File: src/rtl/arm_mc_control.sv
// Multi-cycle controller for the ARM-subset core. It sequences fetch, decode,
// execute and memory phases over a shared memory port, and keeps a registered NZCV set.
module arm_mc_control #(
  parameter int unsigned COND_EN  = 1,
  parameter int unsigned WAIT_W   = 4,
  parameter int unsigned MAX_WAIT = 15
) (
  input  logic        clk,
  input  logic        reset,
  input  logic [31:0] instr,
  input  logic [3:0]  alu_flags,
  input  logic        mem_ready,
  output logic        mem_req,
  output logic        mem_write,
  output logic        adr_src,
  output logic        ir_write,
  output logic        pc_write,
  output logic        reg_write,
  output logic [1:0]  result_src,
  output logic [1:0]  alu_src_a,
  output logic [1:0]  alu_src_b,
  output logic [2:0]  alu_control,
  output logic [1:0]  imm_src,
  output logic [1:0]  reg_src,
  output logic [3:0]  flags,
  output logic [3:0]  state,
  output logic        mem_timeout
);

  localparam logic [3:0] S_FETCH  = 4'd0;
  localparam logic [3:0] S_DECODE = 4'd1;
  localparam logic [3:0] S_MEMADR = 4'd2;
  localparam logic [3:0] S_MEMRD  = 4'd3;
  localparam logic [3:0] S_MEMWB  = 4'd4;
  localparam logic [3:0] S_MEMWR  = 4'd5;
  localparam logic [3:0] S_EXECR  = 4'd6;
  localparam logic [3:0] S_EXECI  = 4'd7;
  localparam logic [3:0] S_ALUWB  = 4'd8;
  localparam logic [3:0] S_BRANCH = 4'd9;
  localparam logic [3:0] S_TRAP   = 4'd10;

  localparam logic [3:0] CMD_AND = 4'b0000;
  localparam logic [3:0] CMD_SUB = 4'b0010;
  localparam logic [3:0] CMD_ADD = 4'b0100;
  localparam logic [3:0] CMD_CMP = 4'b1010;
  localparam logic [3:0] CMD_ORR = 4'b1100;

  logic [3:0]        state_q, state_d;
  logic [3:0]        flags_q;
  logic [WAIT_W-1:0] wait_q;
  logic              timeout_q;

  logic [1:0] op;
  logic [5:0] funct;
  logic [3:0] rd, cmd, cond;
  logic       is_cmp, cmd_legal, legal, cond_ok;
  logic       waiting, stall, expired;
  logic       n_f, z_f, c_f, v_f;
  logic       unused_fields;

  assign op    = instr[27:26];
  assign funct = instr[25:20];
  assign rd    = instr[15:12];
  assign cond  = instr[31:28];
  assign cmd   = funct[4:1];
  assign unused_fields = ^{instr[19:16], instr[11:0]};

  assign is_cmp    = (cmd == CMD_CMP);
  assign cmd_legal = (cmd == CMD_ADD) || (cmd == CMD_SUB) || (cmd == CMD_AND) ||
                     (cmd == CMD_ORR) || is_cmp;
  assign legal     = (op == 2'b01) || (op == 2'b10) || ((op == 2'b00) && cmd_legal);

  assign {n_f, z_f, c_f, v_f} = flags_q;

  always_comb begin
    cond_ok = 1'b0;
    case (cond)
      4'h0: cond_ok = z_f;
      4'h1: cond_ok = !z_f;
      4'h2: cond_ok = c_f;
      4'h3: cond_ok = !c_f;
      4'h4: cond_ok = n_f;
      4'h5: cond_ok = !n_f;
      4'h6: cond_ok = v_f;
      4'h7: cond_ok = !v_f;
      4'h8: cond_ok = c_f && !z_f;
      4'h9: cond_ok = !c_f || z_f;
      4'hA: cond_ok = (n_f == v_f);
      4'hB: cond_ok = (n_f != v_f);
      4'hC: cond_ok = !z_f && (n_f == v_f);
      4'hD: cond_ok = z_f || (n_f != v_f);
      4'hE: cond_ok = 1'b1;
      default: cond_ok = 1'b0;
    endcase
    if (COND_EN == 0) cond_ok = 1'b1;
  end

  // A ready in the same cycle the counter hits MAX_WAIT wins over the timeout.
  assign waiting = (state_q == S_FETCH) || (state_q == S_MEMRD) || (state_q == S_MEMWR);
  assign stall   = waiting && !mem_ready;
  assign expired = stall && (wait_q == WAIT_W'(MAX_WAIT));

  always_comb begin
    state_d = state_q;
    case (state_q)
      S_FETCH:  if (mem_ready) state_d = S_DECODE; else if (expired) state_d = S_TRAP;
      S_DECODE: begin
        if (!cond_ok || !legal) state_d = S_FETCH;
        else if (op == 2'b01)   state_d = S_MEMADR;
        else if (op == 2'b10)   state_d = S_BRANCH;
        else                    state_d = funct[5] ? S_EXECI : S_EXECR;
      end
      S_MEMADR: state_d = funct[0] ? S_MEMRD : S_MEMWR;
      S_MEMRD:  if (mem_ready) state_d = S_MEMWB; else if (expired) state_d = S_TRAP;
      S_MEMWB:  state_d = S_FETCH;
      S_MEMWR:  if (mem_ready) state_d = S_FETCH; else if (expired) state_d = S_TRAP;
      S_EXECR, S_EXECI: state_d = S_ALUWB;
      S_ALUWB, S_BRANCH: state_d = S_FETCH;
      S_TRAP:   state_d = S_TRAP;
      default:  state_d = S_FETCH;
    endcase
  end

  always_ff @(posedge clk or negedge reset) begin
    if (!reset) begin
      state_q   <= S_FETCH;
      flags_q   <= '0;
      wait_q    <= '0;
      timeout_q <= 1'b0;
    end else begin
      state_q <= state_d;
      if (waiting) wait_q <= (stall && !expired) ? wait_q + 1'b1 : '0;
      if (expired) timeout_q <= 1'b1;
      // Logical ops leave C and V alone; arithmetic ops take all four.
      if (((state_q == S_EXECR) || (state_q == S_EXECI)) && (funct[0] || is_cmp)) begin
        if ((cmd == CMD_AND) || (cmd == CMD_ORR)) flags_q[3:2] <= alu_flags[3:2];
        else                                      flags_q      <= alu_flags;
      end
    end
  end

  always_comb begin
    mem_req     = 1'b0;
    mem_write   = 1'b0;
    adr_src     = 1'b0;
    ir_write    = 1'b0;
    pc_write    = 1'b0;
    reg_write   = 1'b0;
    result_src  = 2'b00;
    alu_src_a   = 2'b00;
    alu_src_b   = 2'b00;
    alu_control = 3'b000;
    case (state_q)
      S_FETCH: begin
        mem_req    = 1'b1;
        ir_write   = mem_ready;
        pc_write   = mem_ready;
        alu_src_a  = 2'b01;
        alu_src_b  = 2'b10;
        result_src = 2'b10;
      end
      S_DECODE: begin
        alu_src_a = 2'b01;
        alu_src_b = 2'b10;
      end
      S_MEMADR: alu_src_b = 2'b01;
      S_MEMRD: begin
        mem_req = 1'b1;
        adr_src = 1'b1;
      end
      S_MEMWB: begin
        result_src = 2'b01;
        reg_write  = 1'b1;
      end
      S_MEMWR: begin
        mem_req   = 1'b1;
        mem_write = 1'b1;
        adr_src   = 1'b1;
      end
      S_EXECR, S_EXECI: begin
        alu_src_b = (state_q == S_EXECI) ? 2'b01 : 2'b00;
        case (cmd)
          CMD_SUB, CMD_CMP: alu_control = 3'b001;
          CMD_AND:          alu_control = 3'b010;
          CMD_ORR:          alu_control = 3'b011;
          default:          alu_control = 3'b000;
        endcase
      end
      S_ALUWB: begin
        reg_write = !is_cmp;
        pc_write  = !is_cmp && (rd == 4'hF);
      end
      S_BRANCH: begin
        alu_src_a  = 2'b10;
        alu_src_b  = 2'b01;
        result_src = 2'b10;
        pc_write   = 1'b1;
      end
      default: ;
    endcase
    if (!reset) begin
      mem_req   = 1'b0;
      mem_write = 1'b0;
      ir_write  = 1'b0;
      pc_write  = 1'b0;
      reg_write = 1'b0;
    end
  end

  assign imm_src     = op;
  assign reg_src     = {(op == 2'b01) && !funct[0], op == 2'b10};
  assign flags       = flags_q;
  assign state       = state_q;
  assign mem_timeout = timeout_q;

endmodule

File: config.mk
export PLATFORM = sky130hd
export DESIGN_NAME = arm_mc_control
export DESIGN_NICKNAME = d
export VERILOG_FILES = /design/src/rtl/arm_mc_control.sv
export SDC_FILE = /design/constraint.sdc
export NUM_CORES = 1
export LEC_CHECK = 0
export ABC_AREA = 1
export BUFFER_PORTS_ARGS = -buffer_cell sky130_fd_sc_hd__buf_2
export CORE_AREA = 4 4 57 59
export CTS_CLUSTER_SIZE = 24
export DETAILED_ROUTE_END_ITERATION = 8
export DIE_AREA = 0 0 61 63
export PLACE_DENSITY = 0.89
export SETUP_SLACK_MARGIN = 0.1
export SLEW_MARGIN = 20
export SYNTH_ARGS = -nofsm -noshare
export SYNTH_HDL_FRONTEND = slang
export SYNTH_SLANG_ARGS = --single-unit
File: constraint.sdc
create_clock -name clk -period 1.6 [get_ports clk]
set_clock_uncertainty 0.1 [all_clocks]
set_input_delay 0.16 -clock clk [delete_from_list [all_inputs] [get_ports clk]]
set_output_delay 0.16 -clock clk [all_outputs]
set_load 0.01 [all_outputs]
==> impl_metrics.csv <==
group,metric,value,unit
route,first_pass_iters,4,
timing,finalHoldViolations,0,
timing,period_share,110,%
logic_synthesis,synth-seq-cells,13,
layout,final_layout_size_suffix_gt1_share,44.6,%
layout,antenna_cells,0,
hold_path,min-delay-start,"alu_flags[3]",
setup_path,crit_path_max_fanout,5,
floorplanning,chipWidth,61,µm
hold_path,min_to,"flags[3]",
clocking,insertion_delay,260,ps
layout,syn2layout_area_growth,48.4,%
global_route,grt_start_max_net_pins,14,
pwr,ir_drop,897,µV
floorplanning,start_util,43.7,%
clocking,cts_root_buf,"clkbuf_4",
run_status,violations,"negative setup slack",
logic_synthesis,ys_seq_area_share,27.5,%
route,drt_iter0_markers,42,
layout,fillCellCount,218,
layout,nNetsFinal,304,
logic_synthesis,syn_nets,235,
pwr,powerDensity,1140,nW/µm²
setup_path,r2r_end,"wait_q[1]",
setup_path,start_kind,"flip-flop",
placed_design,place_hpwl,2420,µm
floorplanning,core_area,2710,µm²
timing,fmax,569,MHz
logic_synthesis,synth_area,1180,µm²
clocking,cts_buffers,3,
placed_design,io_buffers,49,
floorplanning,dieArea,3840,µm²
logic_synthesis,netlist_instances,192,
logic_synthesis,yosysUniqueCellTypes,27,
timing,rsz0062_at_grt,"yes",
layout,final_cell_mix,"47 x buf_2, 37 x nand2_1, 26 x inv_1",
global_route,grt.overflow.total,0,
logic_synthesis,yosys_warnings,0,
floorplanning,pin_count,67,
global_route,grt_pass1_wl,5350,µm
clocking,cts_tree,"yes",
setup_path,reg2reg_from,"state[1]",
clocking,htree_levels,1,
timing,drv_slew,0,
layout,final_common_cell,"buf_2",
route,wire_per_inst,12.5,µm
floorplanning,die_h,63,µm
timing,maxSlewHeadroom,67.2,%
route,vias_per_cell,4.91,
pwr,leakagePower,0.000962,µW
route,drt.antenna.violating_nets,0,
clocking,clk_path_buf_depth,2,
global_route,grt_antenna_before_repair,0,
floorplanning,rows,19,
route,drt-total-wl,3630,µm
route,num_vias,1430,
setup_path,r2r_setup_slack,20,ps
flow_run,max-cap-violations,0,
placed_design,postPlaceCellArea,1470,µm²
global_route,first_global_vias,1325,
setup_path,path_class,"flip-flop to output port",
setup_path,arrival,1500,ps
setup_path,critPathRequiredTime,1340,ps
route,drcViolationCount,0,
clocking,numClockSinks,13,
timing,worst_slack,-156,ps
timing,period_minus_slack,1760,ps
placed_design,gp_congestion,0.900,
hold_path,hold_depth,3,
layout,final_area,1760,µm²
global_route,grt_usage,17.3,%
hold_path,min_path_type,"input pin to flip-flop",
setup_path,r2r_cells,7,
placed_design,dp_worst_setup_slack,70.6,ps
timing,finalSetupViolCount,9,
clocking,clk_pin_slew,70,ps
logic_synthesis,avgSynthCellArea,6.16,µm²
setup_path,endpoint_kind,"output port",
run_status,status,"complete, but fails checks",
timing,worst_pin_slew,487,ps
[layout make-up]
type | count | area (µm²) | area share (%)
Timing Repair Buffer | 68 | 422 | 24.0
Tap cell | 31 | 38.8 | 2.21
Clock buffer | 4 | 26.3 | 1.50
Inverter | 39 | 151 | 8.62
Sequential cell | 13 | 330 | 18.8
Multi-Input combinational cell | 136 | 788 | 44.9
[cells in the mapped netlist]
cell,n,area (µm²)
a21boi_0,1,7.51
a21oi_1,6,30.0
a21oi_4,1,16.3
a22o_1,1,8.76
a311oi_1,1,8.76
buf_4,4,30.0
conb_1,1,3.75
dfrtp_1,13,325
ha_1,4,50.1
inv_1,34,128
inv_2,5,18.8
nand2_1,42,158
nand2_2,3,18.8
nand3_1,16,80.1
nand3_2,1,10.0
nand3b_1,2,15.0
nand4_1,3,18.8
nor2_1,30,113
nor2_2,3,18.8
nor2_4,1,11.3
nor3_1,4,20.0
o211ai_1,1,7.51
o21ai_0,9,45.0
o21ai_1,3,15.0
o311ai_0,1,8.76
xnor2_1,1,8.76
xor2_1,1,8.76
[power by group]
group	total, µW	internal [µW]	switching [µW]	leakage (µW)
Clock	188	96.2	92.3	0.0000150
Sequential	580	438	142	0.000153
Combinational	1230	516	717	0.000794
[metrics by stage]
step | cells | hold WS [ps] | util, % | total power [µW] | TNS, ps
2_1_floorplan | 192 | -236 | - | 1170 | 0
3_5_place_dp | 271 | 9.03 | 54.1 | 1470 | 0
5_1_grt | 291 | 18.2 | 64.8 | 2190 | -1900
4_1_cts | 282 | 6.42 | 58.5 | 1790 | -405
3_3_place_gp | 271 | 10.6 | 54.1 | 1450 | 0
6_report | 291 | 14.5 | 64.8 | 2000 | -773
[cell families after synthesis]
| group | synth area share [%] |
|---|---|
| other cells | 0.317 |
| xor+xnor | 1.48 |
| fa+ha+maj | 4.23 |
| compound gates | 12.5 |
| simple gates | 39.1 |
| flops | 27.5 |
| buf+inv | 14.9 |
[metal layers]
layer  up-vias  routed length, µm  global-route usage [%]
met5         -                  0                       0
met4         0                 89                    5.69
met3        10                204                    1.65
met2        50               1950                    29.8
met1       636               1390                    21.9
li1        734                  -                       -
[critical path: stages, from the launching register on]
cell and delay [ps]:
dfrtp_2 480, buf_6 150, nor3_4 190, inv_2 80
o21ai_1 80, nor2_1 50, nor2_1 70, buf_2 130
[worst max-delay path by stage]
stage,startpoint,endpoint,slack [ps],cells after the start
after floorplan,state[1],reg_write,100,5
after global placement,state[3],alu_src_b[0],100,6
after detailed placement,state[3],alu_src_b[0],70,6
after CTS,state[2],pc_write,-130,8
after global routing,state[1],pc_write,-260,7
final,state[1],pc_write,-160,7
[sequential cells by signal (all words and copies together), names as in the netlist]
signal,count
wait_q,4
state,4
mem_timeout,1
flags,4
[what timing repair did]
action                     in CTS  in global routing
resized for setup              17                 35
pin swaps                       3                 12
setup endpoints to repair      12                 24
hold buffers                    1                  0
buffers inserted                6                 10
hold endpoints to repair       13                  0
gates cloned                    0                  0
(Power assumes the default switching activity.)
